### config.mk
export PLATFORM = sky130hd
export DESIGN_NAME = sens_frame_writer
export DESIGN_NICKNAME = d
export VERILOG_FILES = /design/src/rtl/sens_frame_writer.sv
export SDC_FILE = /design/constraint.sdc
export NUM_CORES = 1
export LEC_CHECK = 0
export BUFFER_PORTS_ARGS = -buffer_cell sky130_fd_sc_hd__buf_4
export CAP_MARGIN = 20
export CORE_AREA = 10 10 184 315
export DETAILED_ROUTE_END_ITERATION = 8
export DIE_AREA = 0 0 194 325
export HOLD_SLACK_MARGIN = 0.08
export PLACE_DENSITY = 0.64
export SYNTH_ARGS = -nofsm -noshare
export SYNTH_HDL_FRONTEND = slang
export SYNTH_SLANG_ARGS = --single-unit
### constraint.sdc
create_clock -name clk -period 7.4 [get_ports clk]
set_input_delay 2.22 -clock clk [delete_from_list [all_inputs] [get_ports clk]]
set_output_delay 2.22 -clock clk [all_outputs]
set_load 0.05 [all_outputs]
### src/rtl/sens_frame_writer.sv
// Producer side of the ToF frame buffer: writes zone samples to {sens,row,col} and flags full frames.
// Define FRAME_TIMEOUT_EN to abort partial frames after TIMEOUT_CYC cycles.
module sens_frame_writer #(
  parameter int unsigned NUM_SENS    = 8,
  parameter int unsigned DATA_W      = 16,
  parameter int unsigned TIMEOUT_CYC = 1000000
) (
  input  logic                clk,
  input  logic                rst,
  input  logic                s_valid,
  output logic                s_ready,
  input  logic [2:0]          s_sens,
  input  logic [5:0]          s_zone,
  input  logic [DATA_W-1:0]   s_data,
  output logic                wr_en,
  output logic [8:0]          wr_addr,
  output logic [DATA_W-1:0]   wr_data,
  output logic                drdy,
  input  logic                frame_ack,
  output logic [NUM_SENS-1:0] sens_done,
  output logic                err_pulse,
  output logic [7:0]          frame_cnt,
  output logic                timeout
);

  localparam int unsigned SW = (NUM_SENS > 1) ? $clog2(NUM_SENS) : 1;
  localparam int unsigned BW = NUM_SENS * 64;

  if ((NUM_SENS < 1) || (NUM_SENS > 8) || (TIMEOUT_CYC < 2)) begin : g_bad_params
    $error("sens_frame_writer: NUM_SENS must be 1..8 and TIMEOUT_CYC at least 2");
  end

  typedef enum logic {StCollect, StFrameReady} state_e;

  state_e              state_q, state_d;
  logic [BW-1:0]       bitmap_q, bitmap_d;
  logic [6:0]          cnt_q [NUM_SENS];
  logic [6:0]          cnt_d [NUM_SENS];
  logic [NUM_SENS-1:0] done_q, done_d;
  logic                s_ready_q, s_ready_d;
  logic                wr_en_q, wr_en_d;
  logic [8:0]          wr_addr_q, wr_addr_d;
  logic [DATA_W-1:0]   wr_data_q, wr_data_d;
  logic                drdy_q, drdy_d;
  logic                err_q, err_d;
  logic [7:0]          frame_cnt_q, frame_cnt_d;

  logic                accept;
  logic                in_range;
  logic [SW-1:0]       sens_idx;
  logic [SW+5:0]       bit_idx;

`ifdef FRAME_TIMEOUT_EN
  localparam int unsigned TW = $clog2(TIMEOUT_CYC + 1);

  logic          tmo_run_q, tmo_run_d;
  logic [TW-1:0] tmo_cnt_q, tmo_cnt_d;
  logic          timeout_q, timeout_d;
`endif

  assign accept   = s_valid && s_ready_q;
  assign in_range = 32'(s_sens) < NUM_SENS;
  assign sens_idx = s_sens[SW-1:0];
  assign bit_idx  = {sens_idx, s_zone};

  always_comb begin
    state_d     = state_q;
    bitmap_d    = bitmap_q;
    cnt_d       = cnt_q;
    done_d      = done_q;
    wr_en_d     = 1'b0;
    wr_addr_d   = wr_addr_q;
    wr_data_d   = wr_data_q;
    drdy_d      = drdy_q;
    err_d       = 1'b0;
    frame_cnt_d = frame_cnt_q;
`ifdef FRAME_TIMEOUT_EN
    tmo_run_d   = tmo_run_q;
    tmo_cnt_d   = tmo_cnt_q;
    timeout_d   = 1'b0;
`endif

    unique case (state_q)
      StCollect: begin
`ifdef FRAME_TIMEOUT_EN
        if (tmo_run_q) begin
          tmo_cnt_d = tmo_cnt_q + 1'b1;
          if (tmo_cnt_q == TW'(TIMEOUT_CYC)) begin
            bitmap_d  = '0;
            cnt_d     = '{default: '0};
            done_d    = '0;
            timeout_d = 1'b1;
            tmo_run_d = 1'b0;
            tmo_cnt_d = '0;
          end
        end
        // An accept in the abort cycle restarts the timer as a fresh frame.
        if (accept && !tmo_run_d) begin
          tmo_run_d = 1'b1;
          tmo_cnt_d = TW'(1);
        end
`endif
        if (accept) begin
          if (in_range) begin
            wr_en_d   = 1'b1;
            wr_addr_d = {s_sens, s_zone};
            wr_data_d = s_data;
            if (bitmap_d[bit_idx]) begin
              err_d = 1'b1;
            end else begin
              bitmap_d[bit_idx] = 1'b1;
              cnt_d[sens_idx]   = cnt_d[sens_idx] + 7'd1;
              if (cnt_d[sens_idx] == 7'd64) begin
                done_d[sens_idx] = 1'b1;
              end
            end
          end else begin
            err_d = 1'b1;
          end
        end
        if (&done_d) begin
          state_d     = StFrameReady;
          drdy_d      = 1'b1;
          frame_cnt_d = frame_cnt_q + 8'd1;
`ifdef FRAME_TIMEOUT_EN
          tmo_run_d   = 1'b0;
          tmo_cnt_d   = '0;
`endif
        end
      end
      StFrameReady: begin
        if (frame_ack) begin
          state_d  = StCollect;
          drdy_d   = 1'b0;
          bitmap_d = '0;
          cnt_d    = '{default: '0};
          done_d   = '0;
        end
      end
      default: state_d = StCollect;
    endcase

    s_ready_d = (state_d == StCollect);
  end

  always_ff @(posedge clk) begin
    if (rst) begin
      state_q     <= StCollect;
      bitmap_q    <= '0;
      cnt_q       <= '{default: '0};
      done_q      <= '0;
      s_ready_q   <= 1'b0;
      wr_en_q     <= 1'b0;
      wr_addr_q   <= '0;
      wr_data_q   <= '0;
      drdy_q      <= 1'b0;
      err_q       <= 1'b0;
      frame_cnt_q <= '0;
`ifdef FRAME_TIMEOUT_EN
      tmo_run_q   <= 1'b0;
      tmo_cnt_q   <= '0;
      timeout_q   <= 1'b0;
`endif
    end else begin
      state_q     <= state_d;
      bitmap_q    <= bitmap_d;
      cnt_q       <= cnt_d;
      done_q      <= done_d;
      s_ready_q   <= s_ready_d;
      wr_en_q     <= wr_en_d;
      wr_addr_q   <= wr_addr_d;
      wr_data_q   <= wr_data_d;
      drdy_q      <= drdy_d;
      err_q       <= err_d;
      frame_cnt_q <= frame_cnt_d;
`ifdef FRAME_TIMEOUT_EN
      tmo_run_q   <= tmo_run_d;
      tmo_cnt_q   <= tmo_cnt_d;
      timeout_q   <= timeout_d;
`endif
    end
  end

  assign s_ready   = s_ready_q;
  assign wr_en     = wr_en_q;
  assign wr_addr   = wr_addr_q;
  assign wr_data   = wr_data_q;
  assign drdy      = drdy_q;
  assign sens_done = done_q;
  assign err_pulse = err_q;
  assign frame_cnt = frame_cnt_q;
`ifdef FRAME_TIMEOUT_EN
  assign timeout   = timeout_q;
`else
  assign timeout   = 1'b0;
`endif

endmodule

==> run_results.csv <==
group,metric,value,unit
outcome,outcome,"complete, no violations",
timing,finalCriticalPeriod,6.269,ns
setup_path,worstPathArrival,6.79,ns
floorplanning,die-area,63050,sq um
timing,tightestPinTransition,1.101,ns
logic_synthesis,synth.cell_area,24480,sq um
route,antenna_left,0,
floorplanning,fp-row-count,111,
clocking,clkTransAtPathRegs,0.06,ns
setup_path,critPathKind,"in2reg",
logic_synthesis,syn_inst,2681,
timing,fin_worst_skew,0.02585,ns
timing,rsz0062_at_grt,"false",
logic_synthesis,avgSynthCellArea,9.132,sq um
clocking,worst_skew_pair.late_latency,0.61,ns
route,drtIter0Drc,1892,
pwr,peakVddDrop,0.1543,mV
logic_synthesis,synth_seq_cells,614,
global_routing,track_usage,22.48,%
final_layout,multi_input_area,11340,sq um
setup_path,crit_required,7.92,ns
clocking,h-tree-depth,2,
setup_path,end_kind,"register",
logic_synthesis,synth-async-reset-ratio,0,%
timing,finalSetupTns,0,ns
clocking,cts_buffer_depth,3,
floorplanning,initial_core_util,46.63,%
clocking,postCtsSetupRepairBufs,0,
route,finalWirelength,73810,um
global_routing,antenna_found_initial,0,
pwr,power,6.562,mW
placement,gp_congestion,0.8829,
clocking,cts_tree,"built",
placement,port_buffers,73,
setup_path,startpoint,"s_zone[0]",
timing,fin_ws,1.131,ns
timing,setup-violations-final,0,
route,drtPass1Iterations,5,
route,route.detailed.drc,0,
floorplanning,die_height,325,um
route,viasPerCell,5.950,
route,vias,20116,
clocking,ctsResizeCount,0,
clocking,cts_hold_buf,0,
logic_synthesis,synth_enable_flop_cells,0,
setup_path,critPathLaunchType,"primary input",
min_path,hold_path.class,"reg2reg",
logic_synthesis,yosysUniqueCellTypes,68,
global_routing,grt_pass1_wl,114400,um
clocking,cts_sinks,614,
floorplanning,io_pins,75,
clocking,cts_buffers,53,
logic_synthesis,seq_area_frac_synth,50.21,%
route,wire_per_inst,21.83,um
setup_path,critPathMaxFanout,27,
final_layout,layout.area.seq,12290,sq um
global_routing,grt_overflow,0,
final_layout,drive_gt1_share,14.69,%
final_layout,fillers,4723,
pwr,power.density,236.7,nW/um^2
min_path,min_from,"wr_addr[6]",
logic_synthesis,synth_nets,2712,
clocking,root_buffer,"clkbuf_16",
global_routing,grt_pass1_vias,19846,
timing,drv_slew,0,
timing,period_share,84.72,%
final_layout,area_delta_synth_final,13.22,%
final_layout,n_antenna_cell,0,
logic_synthesis,synth_warnings,0,
setup_path,r2r-start,"bitmap_q[115]",
pwr,p_leak,10.23,nW
logic_synthesis,ys.flop_type,"dfxtp_1",
timing,relSlewSlack,26.31,%
job,maxCapViolCount,0,
placement,dp_worst_setup_slack,0.5859,ns
placement,dp_hpwl,46540,um
floorplanning,fp.dieW,194,um
final_layout,final_core_util,52.80,%
timing,finalHoldViolCount,0,
floorplanning,core,52500,sq um
final_layout,layout.nets,2693,
timing,max_freq,159.5,MHz
global_routing,grt_max_degree,180,
[power breakdown]
part           switching [mW]  internal [mW]
clock                    1.26           1.61
combinational           0.269         0.0996
sequential            0.00505           3.31
[kinds of logic after synthesis]
kind of cell	after synthesis	synth area share [%]
AO/OA/AOI/OAI	717	16.09
XOR/XNOR	6	0.2454
adder cells (fa/ha/maj)	2	0.1022
buffers and inverters	240	4.221
flip-flops	614	50.21
multiplexers	200	13.97
other	1	0.01532
AND/OR/NAND/NOR	901	15.14
[registers in the layout (all words and copies together) (netlist names), 8 cells and up]
signal / cells
bitmap_q: 512
cnt_q: 56
wr_data: 16
wr_addr: 9
frame_cnt: 8
sens_done: 8
[synthesized netlist by cell type (all sizes together) (2+ instances only)]
cell,count,share of area (%)
a2111oi,7,0.35
nand2,113,1.7
nor4bb,2,0.082
and3,22,0.56
nand2b,11,0.28
a221oi,2,0.072
nor4,10,0.31
nand3b,3,0.092
inv,7,0.11
xnor2,3,0.11
a21oi,573,12
o41ai,2,0.072
mux2,11,0.51
mux2i,77,3.2
nand4b,4,0.14
o2111ai,3,0.11
o211ai,3,0.092
a211oi,13,0.40
o21ai,12,0.25
a22oi,34,1.0
a31oi,35,0.89
clkbuf,181,2.8
xor2,3,0.14
nand4,7,0.18
o22ai,7,0.18
nor3b,3,0.092
nor2b,9,0.23
mux4,112,10
or2,5,0.13
a32oi,9,0.32
dfxtp,614,50
o31ai,2,0.061
and2,5,0.13
ha,2,0.10
nand3,42,0.86
buf,51,1.3
a22o,4,0.14
nor3,14,0.29
nor2,647,9.9
[cell type report]
cell class	instances	share of cell area, %
well taps	678	3.060
inverters	8	0.1083
clock inverters	19	0.8621
multi-input cells	1827	40.93
flip-flops and latches	614	44.34
repair buffers	158	5.046
clock buffers	77	5.651
[per-stage QoR]
stage | area, sq um | hold slack, ns | std cells
floorplan | 24480 | 0.4313 | 2681
global placement | 25860 | 0.4421 | 3279
detailed placement | 25860 | 0.4505 | 3279
CTS | 27670 | 0.4619 | 3375
global route | 27720 | 0.4809 | 3381
finish | 27720 | 0.4601 | 3381
[layer usage]
metal	vias up	share of wire, %	GRT usage (%)
met5	-	0	0
met4	0	5.0	11.22
met3	194	6.0	2.783
met2	765	52	40.23
met1	9836	37	25.75
li1	9321	-	-
[worst max-delay path: stages]
cell       delay, ns
buf_4           0.44
buf_4           0.35
inv_2           0.26
mux2_2          0.34
a22oi_1         0.19
nand4_1         0.16
a211oi_1        0.52
o2111ai_1       0.35
buf_4           0.29
nor3_2          0.25
o211ai_1        0.35
nor2_4          0.56
buf_4           0.26
a21oi_1         0.08
nor2_1          0.13
[cells in the final DEF (no fill, tap or decap), types with 8 or more instances in the layout]
cell	instances
a32oi_1	9
clkinv_2	9
buf_12	16
nor2b_1	9
nor3_1	11
and3_1	22
nor4_1	8
clkbuf_1	9
dfxtp_1	614
a211oi_1	9
clkbuf_8	17
mux2i_1	76
nand3_1	42
nand2_1	112
a22oi_1	34
clkbuf_16	53
buf_4	140
nor2_1	638
a31oi_1	35
mux4_2	112
nand2b_1	10
a21oi_1	573
nor2_4	8
mux2_2	8
[final timing paths]
check                                     end  slack [ns]  cells past startpoint
worst max-delay path            bitmap_q[136]        1.13                     15
worst min-delay path               wr_addr[6]        0.46                      2
worst max register to register  bitmap_q[136]        3.04                     13
worst min register to register     wr_addr[6]        0.46                      2
(Power assumes the default switching activity.)
